## src/rtl/nova_io_bus_pkg.sv

```systemverilog
// rtl/nova_io_bus_pkg.sv - shared codes, field positions and state encodings for nova_io_bus
package nova_io_bus_pkg;

    // Transfer field of an I/O instruction
    typedef enum logic [2:0] {
        XF_NIO = 3'b000,
        XF_DIA = 3'b001,
        XF_DOA = 3'b010,
        XF_DIB = 3'b011,
        XF_DOB = 3'b100,
        XF_DIC = 3'b101,
        XF_DOC = 3'b110,
        XF_SKP = 3'b111
    } xfer_e;

    typedef enum logic [1:0] {
        ST_IDLE = 2'd0,
        ST_XFER = 2'd1,
        ST_CTRL = 2'd2,
        ST_DONE = 2'd3
    } state_e;

    // Instruction bit k (bit 0 = MSB) lives at vector index 15-k
    localparam int INST_TAG_HI  = 15;
    localparam int INST_TAG_LO  = 13;
    localparam int INST_XFER_HI = 10;
    localparam int INST_XFER_LO = 8;
    localparam int INST_CTRL_HI = 7;
    localparam int INST_CTRL_LO = 6;
    localparam int INST_DEV_LO  = 0;

    localparam logic [2:0] IO_TAG = 3'b011;

    localparam logic [1:0] REG_STAT = 2'b00;
    localparam logic [1:0] REG_A    = 2'b01;
    localparam logic [1:0] REG_B    = 2'b10;
    localparam logic [1:0] REG_C    = 2'b11;

    function automatic logic [1:0] reg_sel(input xfer_e x);
        case (x)
            XF_DIA, XF_DOA: reg_sel = REG_A;
            XF_DIB, XF_DOB: reg_sel = REG_B;
            XF_DIC, XF_DOC: reg_sel = REG_C;
            default:        reg_sel = REG_STAT;
        endcase
    endfunction

    function automatic logic is_in(input xfer_e x);
        is_in = (x == XF_DIA) || (x == XF_DIB) || (x == XF_DIC);
    endfunction

    function automatic logic is_out(input xfer_e x);
        is_out = (x == XF_DOA) || (x == XF_DOB) || (x == XF_DOC);
    endfunction

endpackage

```

## src/rtl/nova_io_bus_tmo.sv

```systemverilog
// rtl/nova_io_bus_tmo.sv - strobe-cycle counter flagging a bus cycle that never acknowledged
module nova_io_bus_tmo #(
    parameter int TMO = 255
) (
    input  logic i_clk,
    input  logic i_rst_n,
    input  logic i_run,
    output logic o_hit
);

    localparam logic [15:0] LIMIT = 16'(TMO - 1);

    logic [15:0] r_cnt;

    // Count strobe-high cycles; any low-strobe cycle restarts the count
    always_ff @(posedge i_clk or negedge i_rst_n) begin
        if (!i_rst_n) begin
            r_cnt <= '0;
        end else if (!i_run) begin
            r_cnt <= '0;
        end else if (r_cnt != LIMIT) begin
            r_cnt <= r_cnt + 16'd1;
        end
    end

    // Fires in the TMO-th strobe cycle; an ack in that same cycle still wins in the FSM
    assign o_hit = i_run && (r_cnt == LIMIT);

endmodule

```

## src/rtl/nova_io_bus.sv

```systemverilog
// rtl/nova_io_bus.sv - Nova-style I/O instruction to bus-cycle sequencer (optional NOVA_IO_BUS_TIMEOUT_EN)
module nova_io_bus
    import nova_io_bus_pkg::*;
#(
    parameter int DW   = 16,
    parameter int DEVW = 6,
    parameter int TMO  = 255
) (
    input  logic            pclk,
    input  logic            prst_n,
    input  logic [15:0]     io_inst,
    input  logic [DW-1:0]   io_op,
    input  logic            io_pulse,
    output logic [DW-1:0]   io_result,
    output logic            io_skip,
    output logic            io_err,
    output logic            io_busy,
    output logic            bs_stb,
    output logic            bs_we,
    output logic [DEVW+1:0] bs_adr,
    output logic [DW-1:0]   bs_dout,
    input  logic [DW-1:0]   bs_din,
    input  logic            bs_ack
);

    if (DW < 16 || DW > 32 || DEVW < 1 || DEVW > 6 || TMO < 1 || TMO > 65535) begin : g_bad_param
        $error("nova_io_bus: parameter out of range");
    end

    state_e          r_state, w_state_nxt;
    xfer_e           r_xfer, w_xfer_nxt;
    logic [1:0]      r_ctrl, w_ctrl_nxt;
    logic            r_stb, w_stb_nxt;
    logic            r_we, w_we_nxt;
    logic [DEVW+1:0] r_adr, w_adr_nxt;
    logic [DW-1:0]   r_dout, w_dout_nxt;
    logic [DW-1:0]   r_result, w_result_nxt;
    logic            r_skip, w_skip_nxt;
    logic            r_err, w_err_nxt;

    logic            w_accept;
    logic            w_ack;
    logic            w_tmo_hit;
    xfer_e           w_xfer_in;
    logic [1:0]      w_ctrl_in;
    logic [DEVW-1:0] w_dev;
    logic            w_unused;

    assign w_xfer_in = xfer_e'(io_inst[INST_XFER_HI:INST_XFER_LO]);
    assign w_ctrl_in = io_inst[INST_CTRL_HI:INST_CTRL_LO];
    assign w_dev     = io_inst[INST_DEV_LO +: DEVW];
    assign w_accept  = (r_state == ST_IDLE) && io_pulse
                       && (io_inst[INST_TAG_HI:INST_TAG_LO] == IO_TAG);
    // An ack only counts while a strobe is actually out
    assign w_ack     = r_stb && bs_ack;

`ifdef NOVA_IO_BUS_TIMEOUT_EN
    nova_io_bus_tmo #(
        .TMO(TMO)
    ) u_tmo (
        .i_clk  (pclk),
        .i_rst_n(prst_n),
        .i_run  (r_stb),
        .o_hit  (w_tmo_hit)
    );
    assign io_err   = r_err;
    assign w_unused = ^io_inst[12:11];
`else
    assign w_tmo_hit = 1'b0;
    assign io_err    = 1'b0;
    assign w_unused  = ^{io_inst[12:11], r_err};
`endif

    // Next-state and next register values; the bus outputs are registered so they stay glitch-free
    always_comb begin
        w_state_nxt  = r_state;
        w_xfer_nxt   = r_xfer;
        w_ctrl_nxt   = r_ctrl;
        w_stb_nxt    = r_stb;
        w_we_nxt     = r_we;
        w_adr_nxt    = r_adr;
        w_dout_nxt   = r_dout;
        w_result_nxt = r_result;
        w_skip_nxt   = r_skip;
        w_err_nxt    = r_err;
        unique case (r_state)
            ST_IDLE: begin
                if (w_accept) begin
                    w_xfer_nxt = w_xfer_in;
                    w_ctrl_nxt = w_ctrl_in;
                    w_skip_nxt = 1'b0;
                    w_err_nxt  = 1'b0;
                    if (w_xfer_in == XF_NIO) begin
                        if (w_ctrl_in == 2'b00) begin
                            w_state_nxt = ST_DONE;
                        end else begin
                            w_state_nxt = ST_CTRL;
                            w_stb_nxt   = 1'b1;
                            w_we_nxt    = 1'b1;
                            w_adr_nxt   = {w_dev, REG_STAT};
                            w_dout_nxt  = {{(DW-2){1'b0}}, w_ctrl_in};
                        end
                    end else begin
                        w_state_nxt = ST_XFER;
                        w_stb_nxt   = 1'b1;
                        w_we_nxt    = is_out(w_xfer_in);
                        w_adr_nxt   = {w_dev, reg_sel(w_xfer_in)};
                        w_dout_nxt  = is_out(w_xfer_in) ? io_op : '0;
                    end
                end
            end
            ST_XFER: begin
                if (w_ack) begin
                    w_stb_nxt = 1'b0;
                    w_we_nxt  = 1'b0;
                    if (is_in(r_xfer)) begin
                        w_result_nxt = bs_din;
                    end
                    if (r_xfer == XF_SKP) begin
                        w_skip_nxt = (r_ctrl[1] ? bs_din[1] : bs_din[0]) ^ r_ctrl[0];
                    end
                    if ((r_ctrl != 2'b00) && (r_xfer != XF_SKP)) begin
                        // Set up the control write now; the strobe rises one cycle later
                        w_state_nxt = ST_CTRL;
                        w_we_nxt    = 1'b1;
                        w_adr_nxt   = {r_adr[DEVW+1:2], REG_STAT};
                        w_dout_nxt  = {{(DW-2){1'b0}}, r_ctrl};
                    end else begin
                        w_state_nxt = ST_DONE;
                    end
                end else if (w_tmo_hit) begin
                    w_stb_nxt   = 1'b0;
                    w_we_nxt    = 1'b0;
                    w_err_nxt   = 1'b1;
                    w_state_nxt = ST_DONE;
                end
            end
            ST_CTRL: begin
                if (!r_stb) begin
                    w_stb_nxt = 1'b1;
                end else if (w_ack) begin
                    w_stb_nxt   = 1'b0;
                    w_we_nxt    = 1'b0;
                    w_state_nxt = ST_DONE;
                end else if (w_tmo_hit) begin
                    w_stb_nxt   = 1'b0;
                    w_we_nxt    = 1'b0;
                    w_err_nxt   = 1'b1;
                    w_state_nxt = ST_DONE;
                end
            end
            ST_DONE: begin
                w_state_nxt = ST_IDLE;
            end
            default: begin
                w_state_nxt = ST_IDLE;
            end
        endcase
    end

    // State register
    always_ff @(posedge pclk or negedge prst_n) begin
        if (!prst_n) begin
            r_state <= ST_IDLE;
        end else begin
            r_state <= w_state_nxt;
        end
    end

    // Latched instruction fields, bus outputs and results; reset clears everything mid-transfer
    always_ff @(posedge pclk or negedge prst_n) begin
        if (!prst_n) begin
            r_xfer   <= XF_NIO;
            r_ctrl   <= 2'b00;
            r_stb    <= 1'b0;
            r_we     <= 1'b0;
            r_adr    <= '0;
            r_dout   <= '0;
            r_result <= '0;
            r_skip   <= 1'b0;
            r_err    <= 1'b0;
        end else begin
            r_xfer   <= w_xfer_nxt;
            r_ctrl   <= w_ctrl_nxt;
            r_stb    <= w_stb_nxt;
            r_we     <= w_we_nxt;
            r_adr    <= w_adr_nxt;
            r_dout   <= w_dout_nxt;
            r_result <= w_result_nxt;
            r_skip   <= w_skip_nxt;
            r_err    <= w_err_nxt;
        end
    end

    assign io_result = r_result;
    assign io_skip   = r_skip;
    assign io_busy   = prst_n && ((r_state != ST_IDLE) || io_pulse);
    assign bs_stb    = r_stb;
    assign bs_we     = r_we;
    assign bs_adr    = r_adr;
    assign bs_dout   = r_dout;

endmodule

```

## config.mk

```make
export PLATFORM = sky130hd
export DESIGN_NAME = nova_io_bus
export DESIGN_NICKNAME = d
export VERILOG_FILES = /design/src/rtl/nova_io_bus_pkg.sv /design/src/rtl/nova_io_bus_tmo.sv /design/src/rtl/nova_io_bus.sv
export SDC_FILE = /design/constraint.sdc
export NUM_CORES = 1
export LEC_CHECK = 0
export BUFFER_PORTS_ARGS = -buffer_cell sky130_fd_sc_hd__buf_2
export CAP_MARGIN = 20
export CORE_MARGIN = 10
export CORE_UTILIZATION = 52
export DETAILED_ROUTE_END_ITERATION = 10
export HOLD_SLACK_MARGIN = 0.05
export PLACE_DENSITY_LB_ADDON = 0.15
export SYNTH_ARGS = -nofsm -noshare
export SYNTH_HDL_FRONTEND = slang
export SYNTH_SLANG_ARGS = --single-unit
```

## constraint.sdc

```tcl
create_clock -name pclk -period 3.88 [get_ports pclk]
set_clock_uncertainty 0.2 [all_clocks]
set_input_delay 0.582 -clock pclk [delete_from_list [all_inputs] [get_ports pclk]]
set_output_delay 0.582 -clock pclk [all_outputs]
set_load 0.02 [all_outputs]
```

### Yosys cells after proc, flatten, opt, wreduce, memory -nomap -nowiden

Cells that the tools add are included.
Widths: inputs -> output; s select.

| operators by class | value |
|---|---|
| equality and inequality tests | 23 |
| mux-type cells | 40 |
| bitwise gates (word level) | 2 |
| reductions and logical operators | 28 |

Operators with widths:

| cell | count |
|---|---|
| $mux 16 | 6 |
| $pmux 16 s2 | 1 |
| $mux 8 | 3 |
| $mux 1 | 17 |
| $pmux 8 s2 | 1 |
| $reduce_and 4->1 | 4 |
| $eq 3x3->1 const B | 5 |
| $mux 2 | 7 |
| $ne 2x2->1 const B | 7 |
| $eq 3x2->1 const B | 4 |
| $pmux 2 s4 | 1 |
| $eq 3x1->1 const B | 2 |
| $ne 3x3->1 const B | 2 |
| $pmux 1 s3 | 2 |
| $pmux 2 s3 | 1 |
| $reduce_and 6->1 | 1 |
| $reduce_bool 2->1 | 3 |
| $reduce_or 2->1 | 3 |
| $logic_and 1x1->1 | 5 |
| $logic_or 1x1->1 | 5 |
| $reduce_and 5->1 | 1 |
| $eq 2x2->1 const B | 2 |
| $logic_not 2->1 | 2 |
| $logic_not 3->1 | 1 |
| other kinds (7) | 7 |

| word-level totals | value |
|---|---|
| register bits | 50 |
| input bits | 52 |
| output and inout port bits | 45 |
| word-level logic and storage cells | 103 |

### Longest topological paths before layout

Gate-level depths: netlist (run 1).

| depth | value |
|---|---|
| word-level depth | 7 |
| gate-level depth with buffers | 8 |
| gate-level depth less buffers | 6 |

### Least setup slack after synthesis (run 1)

OpenSTA, ideal clock, no wires.

| timing path | value |
|---|---|
| path kind | input -> register |
| from | in io_inst[8] |
| to | reg r_dout[10], in the netlist bs_dout[10] |
| arrival time | 1.898 ns |
| slack | 1.661 ns |
| setup time | 0.121 ns |
| stages on the path | 8 |
| path buffers | 2 |
| data required time | 3.559 ns |
| path through | inv_1 -> ha_1 -> buf_6 -> nor4b_4 -> o21a_4 -> a211o_4 -> buf_6 -> a22o_1 |

| on the way | value |
|---|---|
| word-level cells in the longest chain between the ends | 7 |
| elaborated cells between the ends (all ways) | 12 |
| classes of those cells | eq/ne: 4; mux: 4; reduce/logical: 4 |

Ends and longest elaborated chain:

| item | line | RTL |
|---|---|---|
| start: declaration | nova_io_bus.sv:11 | `input logic [15:0] io_inst,` |
| $eq 3x2->1 / $eq 3x3->1 (equally long branches) | nova_io_bus_pkg.sv:53 | `is_out = (x == XF_DOA) \|\| (x == XF_DOB) \|\| (x == XF_DOC);` |
| $logic_or 1x1->1 (2 in series) | nova_io_bus_pkg.sv:53 |  |
| $mux 16 | nova_io_bus.sv:108 | `w_dout_nxt = is_out(w_xfer_in) ? io_op : '0;` |
| $mux 16 | nova_io_bus.sv:93 | `if (w_xfer_in == XF_NIO) begin` |
| $mux 16 | nova_io_bus.sv:88 | `if (w_accept) begin` |
| $pmux 16 s2 | nova_io_bus.sv:86 | `unique case (r_state)` |
| end signal: assignment | nova_io_bus.sv:188 | `r_dout <= w_dout_nxt;` |
| end: declaration | nova_io_bus.sv:36 | `logic [DW-1:0] r_dout, w_dout_nxt;` |

Several ways; a longest one is shown, not always the timed one. The select of a mux whose other input is x is not followed.
A chain may end at the register's enable or synchronous reset.

### Final worst setup path (run 1)

| timing path | value |
|---|---|
| from | reg r_state[1] |
| to | out io_busy |

| on the way | value |
|---|---|
| word-level cells in the longest chain between the ends | 3 |

Ends and longest elaborated chain:

| item | line | RTL |
|---|---|---|
| start: declaration | nova_io_bus.sv:30 | `state_e r_state, w_state_nxt;` |
| start signal: assignment | nova_io_bus.sv:166 | `r_state <= w_state_nxt;` |
| $reduce_bool 2->1 | nova_io_bus.sv:197 | `assign io_busy = prst_n && ((r_state != ST_IDLE) \|\| io_pulse);` |
| $logic_or 1x1->1 | nova_io_bus.sv:197 |  |
| $logic_and 1x1->1 | nova_io_bus.sv:197 |  |
| end: declaration | nova_io_bus.sv:17 | `output logic io_busy,` |

No other way between the ends.

==> results of run 1 <==
-- per-stage QoR --
step | hold slack, ns | std cells | instance area, sq um | setup slack (ns) | total power, mW
final | 0.197 | 332 | 2960 | 1.39 | 1.92
after global placement | 0.278 | 325 | 2880 | 1.31 | 1.64
after global routing | 0.242 | 332 | 2960 | 1.29 | 2.06
after floorplan | 0.0864 | 186 | 2400 | 1.66 | 1.41
after detailed placement | 0.276 | 325 | 2880 | 1.27 | 1.66
after CTS | 0.236 | 332 | 2960 | 1.38 | 1.95
-- logic make-up after synthesis --
family | count (synthesis) | share of synthesized area
AND/OR/NAND/NOR | 34 | 0.0911
other | 1 | 0.00156
flip-flops | 50 | 0.521
AO/OA/AOI/OAI | 44 | 0.147
buffers and inverters | 16 | 0.0416
adder cells (fa/ha/maj) | 9 | 0.0469
multiplexers | 31 | 0.148
XOR/XNOR | 1 | 0.00364
-- how the worst max path moves through the flow --
stage,startpoint,endpoint,slack (ns)
floorplan,io_inst[8],bs_dout[10],1.66
global placement,io_inst[8],bs_dout[1],1.31
detailed placement,io_inst[9],bs_dout[1],1.27
CTS,r_state[1],io_busy,1.38
global route,r_state[0],io_busy,1.29
finish,r_state[1],io_busy,1.39
-- where the power goes --
part           internal (mW)  switching, mW
Clock                  0.124          0.158
Combinational          0.368          0.500
Sequential             0.676         0.0977
-- cells in the final DEF (no fill, tap or decap), types with 2 or more instances in the layout --
cell type	netlist	layout
o22ai_1	2	2
o21ai_0	6	6
buf_2	2	93
dfrtp_1	50	50
nor2_1	7	7
nand3_1	3	3
clkbuf_8	0	5
mux2_2	28	28
o2bb2ai_1	2	2
mux2_4	2	2
a22oi_1	2	2
a21oi_1	3	3
nand2_1	12	12
a22o_1	14	14
inv_1	7	7
o31a_1	2	2
a211oi_1	2	2
ha_1	9	9
buf_4	2	3
-- registers in the layout, indices dropped and copies added, names as in the netlist --
register / flops
bs_dout: 16
io_result: 16
bs_adr: 8
r_xfer: 3
r_ctrl: 2
r_state: 2
bs_stb: 1
bs_we: 1
io_skip: 1
-- metal layers --
layer	share of wire	GRT usage	up-vias
met1	0.40	0.165	865
met4	0.0064	0.0391	0
met2	0.48	0.233	62
li1	-	-	865
met3	0.11	0.0631	4
met5	0	0	-
-- final cells by class --
| class | count | area, sq um | share of cell area |
|---|---|---|---|
| Sequential cell | 50 | 1250 | 0.422 |
| Multi-Input combinational cell | 120 | 1050 | 0.355 |
| Timing Repair Buffer | 96 | 488 | 0.165 |
| Clock buffer | 6 | 72.6 | 0.0245 |
| Tap cell | 52 | 65.1 | 0.0220 |
| Inverter | 7 | 26.3 | 0.00887 |
| Clock inverter | 1 | 7.51 | 0.00253 |
==> reports/results.txt, run 1 <==
Die Wd: 88.0 um
GP Congestion: 0.727
Pins over their slew limit: 0
Chip height: 88.0 um
Row Count: 24
P per Cell Area: 649 mW/mm^2
Worst-margin pin slew: 0.866 ns
Root buffer cell: clkbuf_8
CP delay by family, top: buffers and inverters
Max-cap violations: 0
Reg2Reg Setup Slack: 1.43 ns
Post-CTS Setup Bufs: 0
Detailed Place HPWL: 4510 um
Total wire length: 5660 um
Worst EP required: 3.10 ns
Global Route Usage Sum: 0.142
Io pins: 97
Most used DFF post-synth: dfrtp_1
Fill count: 364
Antenna violations before repair: 0
F_max: 402 MHz
Setup TNS: 0 ns
Crit path max fanout: 7
Post-synth cell types: 46
Synth Net Count: 247
Hold Path Class: in -> async
Kind of critical path: reg -> out
DRC Markers: 0
Area grow syn2layout: 23.3%
Hold Vio Cnt, Final: 0
Slew HR: 0.423
Cell area after synthesis: 0.00240 sq mm
FFs w/ async S/R, synth: 1.00
# H-tree levels: 2
Cts repair resizes: 0
Buffers added on ports: 93
CTS tree: built
CTS max path bufs: 2
First-pass GRT wire length: 8830 um
Post-layout nets: 341
Worst Path Arrival: 1.71 ns
Synth top area cells: dfrtp_1 52%, mux2_2 13%, a22o_1 5.1%
Largest net degree at the start of global routing: 51
Post-synthesis instance total: 186
Worst-skew pair later-pin latency: 0.29 ns
Seq cells post-synth: 50
Status: finished clean
Hold_buf cts: 0
Share of the synthesized area in the top cell type: 0.521
Most frequent CP cell: inv_1
Crit path depth: 5
Fin util: 0.671
Number of synthesis warnings: 0
Slowest cell on crit path: dfrtp_1
DRT iter0 DRCs: 69
EDFF count, synth: 0
Ant diodes: 0
Final setup fails: 0
Synth cell count leaders: 50 x dfrtp_1, 28 x mux2_2, 14 x a22o_1, 12 x nand2_1, 9 x ha_1
Num Clock Sinks: 50
RSZ-0062 raised after global routing: no
Total CTS buffers: 5
Final worst path period share: 0.642
Yosys top cell by area: dfrtp_1
Post-route ant nets: 0
Fin crit period: 2.49 ns
CP peak stage delay: 0.41 ns
Worst Setup End Kind: primary output
FF-to-FF Start: r_state[1]
R2R cell count: 6
Number of global-route vias before repair: 1853
Worst path bufs/invs: 3
Wire length per cell: 17.0 um
Startpoint types: flip-flop
Vias per cell: 5.41
Share of layout cells above drive strength 1: 0.500
Die area: 0.00774 sq mm
Seq/Total Area, Yosys: 0.521
Gr ovfl total: 0
Core ar.: 0.00441 sq mm
Critical-path cell list: inv_1 -> ha_1 -> inv_1 -> o21a_1 -> buf_2
Syn avg cell area: 12.9 sq um
P_leak: 1.58 nW
Max IR drop VDD: 0.394 mV
Reg-to-reg endpoint: io_result[11]
Most frequent cell after synthesis: dfrtp_1
Vias: 1796
DRT Pass-1 Iters: 4
Initial core utilization: 0.545
Clock Pin Slew Worst Setup and Hold Paths: 0.08 ns
Note: power is estimated with default switching activity, not from simulation.
==> inputs of run 2 (changes only) <==
--- a/config.mk
+++ b/config.mk
@@ -8,7 +8,7 @@
 export BUFFER_PORTS_ARGS = -buffer_cell sky130_fd_sc_hd__buf_2
 export CAP_MARGIN = 20
 export CORE_MARGIN = 10
-export CORE_UTILIZATION = 52
+export CORE_UTILIZATION = 48
 export DETAILED_ROUTE_END_ITERATION = 10
 export HOLD_SLACK_MARGIN = 0.05
 export PLACE_DENSITY_LB_ADDON = 0.15
==> constraint.sdc (replaced) <==
create_clock -name pclk -period 2.45 [get_ports pclk]
set_clock_uncertainty 0.2 [all_clocks]
set_input_delay 0.3675 -clock pclk [delete_from_list [all_inputs] [get_ports pclk]]
set_output_delay 0.3675 -clock pclk [all_outputs]
set_load 0.02 [all_outputs]
==> run 2 against run 1 <==
Global-route usage is 0.16 points higher. Final cell count increased by 6.0%. Combinational power is 64% higher. Clock-buffer cell count is 1 lower. Setup slack worse by 1.1 ns. Hold slack got worse by 0.11 ns. Sequential cell count did not move. Cell area up 2.1%. Die area rose by 6.4%. Routed wire length is 3.4% higher. Sequential power grew 59%. Critical endpoint unchanged.
==> reports/results.txt, run 2 (synthesis results as in run 1) <==
Number of global-route vias before repair: 1972 (+6.4%)
Most frequent cells in the layout: 93 x buf_2, 50 x dfrtp_1, 28 x mux2_2, 14 x a22o_1, 12 x nand2_1
Detailed Place HPWL: 4610 um (+2.2%)
First-pass GRT wire length: 9820 um (+11%)
Global Route Usage Sum: 0.144 (+0.00157)
Setup TNS: 0 ns (unchanged)
Die area: 0.00824 sq mm (+6.4%)
Final setup fails: 0 (unchanged)
RSZ-0062 raised after global routing: no
Hold Vio Cnt, Final: 0 (unchanged)
Largest net degree at the start of global routing: 51 (unchanged)
Fin crit period: 2.20 ns
Share of layout cells above drive strength 1: 0.512 (+0.0123)
# H-tree levels: 2 (unchanged)
F_max: 455 MHz
Total wire length: 5850 um (+3.4%)
Design area: 0.00302 sq mm (+2.1%)
Pins over their slew limit: 0 (unchanged)
Crit path max fanout: 7 (unchanged)
Worst hold path depth: 2
DP Area: 0.00292 sq mm (+1.4%)
Wire length per cell: 16.6 um (-2.4%)
Root buffer cell: clkbuf_8
Total CTS buffers: 5 (unchanged)
Fill count: 413 (+13%)
Io pins: 97 (unchanged)
DRT Pass-1 Iters: 4 (unchanged)
Buffers added on ports: 93 (unchanged)
Max-cap violations: 0 (unchanged)
Chip height: 90.8 um (+3.2%)
Final Non-Filler Cells: 352 (+6.0%)
Final worst path period share: 0.897
R2R cell count: 6 (unchanged)
Gr ovfl total: 0 (unchanged)
Slew HR: 0.589 (+0.167)
GP Congestion: 0.895 (+23%)
Area grow syn2layout: 25.8%
Worst EP required: 1.88 ns (-1.22 ns)
Post-layout nets: 345 (+1.2%)
Commonest non-fill, non-tap cell in the layout: buf_2
Vias per cell: 5.16 (-4.6%)
Max IR drop VDD: 0.614 mV (+56%)
Worst Setup End Kind: primary output
Dpl cells: 343 (+5.5%)
Post-CTS Setup Bufs: 0 (unchanged)
Vias: 1816 (+1.1%)
Worst setup margin: 0.253 ns (-1.14 ns)
Core ar.: 0.00479 sq mm (+8.4%)
Num Clock Sinks: 50 (unchanged)
Ant diodes: 0 (unchanged)
Worst-skew pair later-pin latency: 0.30 ns (about the same)
Initial core utilization: 0.502 (-0.0423)
Hold Path Class: in -> reg
P per Cell Area: 1030 mW/mm^2 (+59%)
Kind of critical path: reg -> out
P_leak: 1.61 nW (+1.8%)
Worst Path Arrival: 1.63 ns (-0.08 ns)
Antenna violations before repair: 0 (unchanged)
Clock Pin Slew Worst Setup and Hold Paths: 0.09 ns (about the same)
CTS max path bufs: 2 (unchanged)
Worst-margin pin slew: 0.616 ns (-0.250 ns)
Startpoint types: flip-flop
Pre-CTS setup slack: 0.290 ns (-0.982 ns)
CTS tree: built
Post-route ant nets: 0 (unchanged)
DRC Markers: 0 (unchanged)
Status: finished clean
DRT iter0 DRCs: 77 (+12%)
Row Count: 25 (+4.2%)
Die Wd: 90.8 um (+3.2%)
Total power: 3.12 mW (+62%)
-- run 2: repair_timing --
item	4_1_cts	5_1_grt
resized for setup	0	1
setup endpoints to repair	0	1
endpoints found under the hold margin	50	0
hold buffers	1	0
-- run 2: worst max-delay path, stage by stage, from the launching register on --
cell	delay, ns
dfrtp_1	0.41
inv_1	0.13
ha_2	0.28
inv_1	0.15
o21a_1	0.21
buf_2	0.15
-- run 2: per-stage QoR --
| stage | util | hold WS [ns] |
|---|---|---|
| after CTS | 0.631 | 0.0786 |
| final | 0.632 | 0.0896 |
| after global placement | 0.611 | 0.278 |
| after floorplan | - | -0.128 |
| after global routing | 0.632 | 0.0709 |
| after detailed placement | 0.611 | 0.278 |
-- run 2: power by group --
| group | switching, mW | total, mW | internal, mW | leakage (nW) |
|---|---|---|---|---|
| sequential | 0.158 | 1.23 | 1.07 | 0.659 |
| combinational | 0.803 | 1.42 | 0.613 | 0.903 |
| clock | 0.275 | 0.477 | 0.202 | 0.0483 |
-- run 2: cell type report --
cell class	instances	area (sq um)	area share
timing repair buffer	100	520	0.172
clock inverter	3	18.8	0.00621
tap	67	83.8	0.0277
sequential	50	1250	0.414
inverter	7	26.3	0.00869
multi-input combinational	120	1050	0.349
clock buffer	5	68.8	0.0228
-- run 2: worst paths after layout --
kind | start | endpoint | slack, ns
max | r_state[1] | io_busy | 0.25
min | io_op[6] | bs_dout[6] | 0.09
max reg2reg | r_state[1] | io_result[11] | 0.29
min reg2reg | bs_dout[4] | bs_dout[4] | 0.30
max in group asynchronous | prst_n | bs_dout[7] | 1.11
min in group asynchronous | prst_n | r_state[1] | 0.52
-- run 2: routing by layer --
metal,up-vias,wire length (um),share of wire,GRT usage
li1,875,-,-,-
met1,874,2460,0.42,0.166
met2,63,2770,0.47,0.236
met3,4,582,0.099,0.0657
met4,0,42,0.0072,0.0358
met5,-,0,0,0
==> inputs of run 3 (changes only) <==
--- a/config.mk
+++ b/config.mk
@@ -5,10 +5,13 @@
 export SDC_FILE = /design/constraint.sdc
 export NUM_CORES = 1
 export LEC_CHECK = 0
+export ABC_AREA = 1
 export BUFFER_PORTS_ARGS = -buffer_cell sky130_fd_sc_hd__buf_2
 export CAP_MARGIN = 20
+export CELL_PAD_IN_SITES_DETAIL_PLACEMENT = 2
+export CELL_PAD_IN_SITES_GLOBAL_PLACEMENT = 2
 export CORE_MARGIN = 10
-export CORE_UTILIZATION = 48
+export CORE_UTILIZATION = 26
 export DETAILED_ROUTE_END_ITERATION = 10
 export HOLD_SLACK_MARGIN = 0.05
 export PLACE_DENSITY_LB_ADDON = 0.15
==> run 3 against run 2 <==
Register-to-register slack improved by 0.22 ns. Fmax increased by 6.7%. Sequential cell count stayed put. Critical path type unchanged. Hold slack worse by 0.032 ns. Global-route usage is 2.7 points lower. Combinational power rose by 43%. Clock power about the same. Final cell count increased by 59%. Sequential share of layout area decreased by 2.8 points. Non-clock buffer count down 2. Largest cell class unchanged. First-iteration DRC count decreased by 17%.
==> reports/results.txt, run 3 <==
Max IR drop VDD: 0.370 mV (-40%)
Startpoint types: flip-flop
Setup TNS: 0 ns (unchanged)
Io pins: 97 (unchanged)
Post-route ant nets: 0 (unchanged)
Gr ovfl total: 0 (unchanged)
Area of the multi-input gates: 0.00101 sq mm (-4.5%)
P_leak: 1.94 nW (+20%)
DRT iter0 DRCs: 64 (-17%)
Most used DFF post-synth: dfrtp_1
Num Clock Sinks: 50 (unchanged)
Max-cap violations: 0 (unchanged)
Seq cells post-synth: 50 (unchanged)
Number of synthesis warnings: 0 (unchanged)
Core ar.: 0.00964 sq mm (+100%)
Final setup fails: 0 (unchanged)
Area grow syn2layout: 27.4%
Pins over their slew limit: 0 (unchanged)
Worst EP required: 1.88 ns (about the same)
Wire length per cell: 14.3 um (-14%)
GP Congestion: 0.720 (-20%)
CP peak stage delay: 0.43 ns (+0.02 ns)
Slowest cell on crit path: dfrtp_1
Seq/Total Area, Yosys: 0.492 (-0.0287)
Fill count: 1181 (+190%)
Total CTS buffers: 5 (unchanged)
Synth top area cells: dfrtp_1 49%, nand2_1 17%, inv_1 8.6%
Synth cell count leaders: 113 x nand2_1, 58 x inv_1, 50 x dfrtp_1, 33 x o21ai_0, 26 x nor2_1
Buffers added on ports: 93 (unchanged)
CTS tree: built
Most frequent cell after synthesis: nand2_1
Share of layout cells above drive strength 1: 0.265 (-0.248)
Hold slack: 0.0579 ns (-0.0317 ns)
FFs w/ async S/R, synth: 1.00 (unchanged)
Total power: 3.86 mW (+24%)
Most frequent CP cell: inv_1
Cts repair resizes: 0 (unchanged)
Critical-path cell list: inv_1 -> ha_1 -> inv_1 -> o21a_1 -> buf_2
Final worst path period share: 0.840 (-0.0564)
Post-CTS Setup Bufs: 0 (unchanged)
Detailed Place HPWL: 6380 um (+38%)
Cell area after synthesis: 0.00254 sq mm (+5.8%)
Post-synth cell types: 25 (-46%)
Vias: 2387 (+31%)
Vias per cell: 4.25 (-18%)
Worst Setup End Kind: primary output
Chip height: 119 um (+31%)
Commonest non-fill, non-tap cell in the layout: nand2_1
FF+latch area: 0.00125 sq mm (unchanged)
Hold_buf cts: 0 (-1)
Initial core utilization: 0.264 (-0.238)
Fin crit period: 2.06 ns (-0.138 ns)
Kind of critical path: reg -> out
Largest net degree at the start of global routing: 51 (unchanged)
Number of global-route vias before repair: 2770 (+40%)
DRT Pass-1 Iters: 4 (unchanged)
Status: finished clean
RSZ-0062 raised after global routing: no
Antenna violations before repair: 1 (+1)
Share of the synthesized area in the top cell type: 0.492 (-0.0287)
Crit path max fanout: 4 (-3)
Synth Net Count: 393 (+59%)
CP delay by family, top: flip-flops
Most frequent cells in the layout: 113 x nand2_1, 93 x buf_2, 58 x inv_1, 50 x dfrtp_1, 33 x o21ai_0
Total wire length: 8010 um (+37%)
P per Cell Area: 1190 mW/mm^2 (+16%)
Die Wd: 119 um (+31%)
EDFF count, synth: 0 (unchanged)
# H-tree levels: 2 (unchanged)
Yosys top cell by area: dfrtp_1
Slew HR: 0.481 (-0.108)
Hold Path Class: in -> async
Pre-CTS setup slack: 0.311 ns (+0.0207 ns)
Global Route Usage Sum: 0.116 (-0.0275)
Root buffer cell: clkbuf_8
Syn avg cell area: 7.66 sq um (-41%)
First-pass GRT wire length: 13600 um (+38%)
Worst path bufs/invs: 3 (unchanged)
Clock Pin Slew Worst Setup and Hold Paths: 0.10 ns (about the same)
Worst setup margin: 0.392 ns (+0.138 ns)
Die area: 0.0141 sq mm (+72%)
Worst Path Arrival: 1.49 ns (-0.14 ns)
Post-layout nets: 488 (+41%)
Worst-margin pin slew: 0.775 ns (+0.159 ns)
Worst-skew pair later-pin latency: 0.31 ns (about the same)
Row Count: 36 (+44%)
CTS max path bufs: 2 (unchanged)
F_max: 486 MHz (+6.7%)
Fin util: 0.336 (-0.296)
DRC Markers: 0 (unchanged)
Post-synthesis instance total: 332 (+78%)
Hold Vio Cnt, Final: 0 (unchanged)
[run 3: path summary, 6_finish.rpt]
path,end,slack (ns),depth (start not counted),startpoint
max in group asynchronous,io_result[10],1.54,2,prst_n
max,io_busy,0.39,5,r_state[0]
min,bs_adr[4],0.06,2,prst_n
min in group pclk,bs_adr[3],0.10,3,io_inst[1]
min reg2reg,bs_dout[12],0.27,2,bs_dout[12]
max reg2reg,bs_dout[1],0.51,9,r_state[0]
[run 3: stage by stage]
step                std cells  instance area, sq um
floorplan                 332                  2540
global placement          553                  3160
detailed placement        553                  3160
CTS                       560                  3240
global route              560                  3240
finish                    561                  3240
[run 3: layout make-up]
cell class | instances | area share
Inverter | 58 | 0.0672
Clock inverter | 1 | 0.00232
Multi-Input combinational cell | 214 | 0.311
Antenna cell | 1 | 0.000772
Timing Repair Buffer | 98 | 0.159
Clock buffer | 6 | 0.0224
Tap cell | 133 | 0.0514
Sequential cell | 50 | 0.386
[run 3: power breakdown]
| group | internal [mW] | switching (mW) | total (mW) | leakage, nW |
|---|---|---|---|---|
| clock network | 0.197 | 0.277 | 0.474 | 0.0373 |
| registers | 1.18 | 0.181 | 1.36 | 0.639 |
| logic | 0.665 | 1.37 | 2.03 | 1.26 |
[run 3: logic make-up after synthesis]
logic type / count (synthesis) / share of synthesized area
and+or+nand+nor: 160 / 0.261
buffers and inverters: 68 / 0.112
DFF: 50 / 0.492
AOI/OAI and AO/OA: 44 / 0.0895
adders and majority gates: 9 / 0.0443
other: 1 / 0.00147
[run 3: metal layers]
| metal | vias up | wire [um] | global-route usage | part of all wire |
|---|---|---|---|---|
| met5 | - | 0 | 0 | 0 |
| met2 | 59 | 3870 | 0.206 | 0.48 |
| li1 | 1178 | - | - | - |
| met1 | 1145 | 3550 | 0.129 | 0.44 |
| met4 | 0 | 94 | 0.0344 | 0.012 |
| met3 | 5 | 491 | 0.0402 | 0.061 |
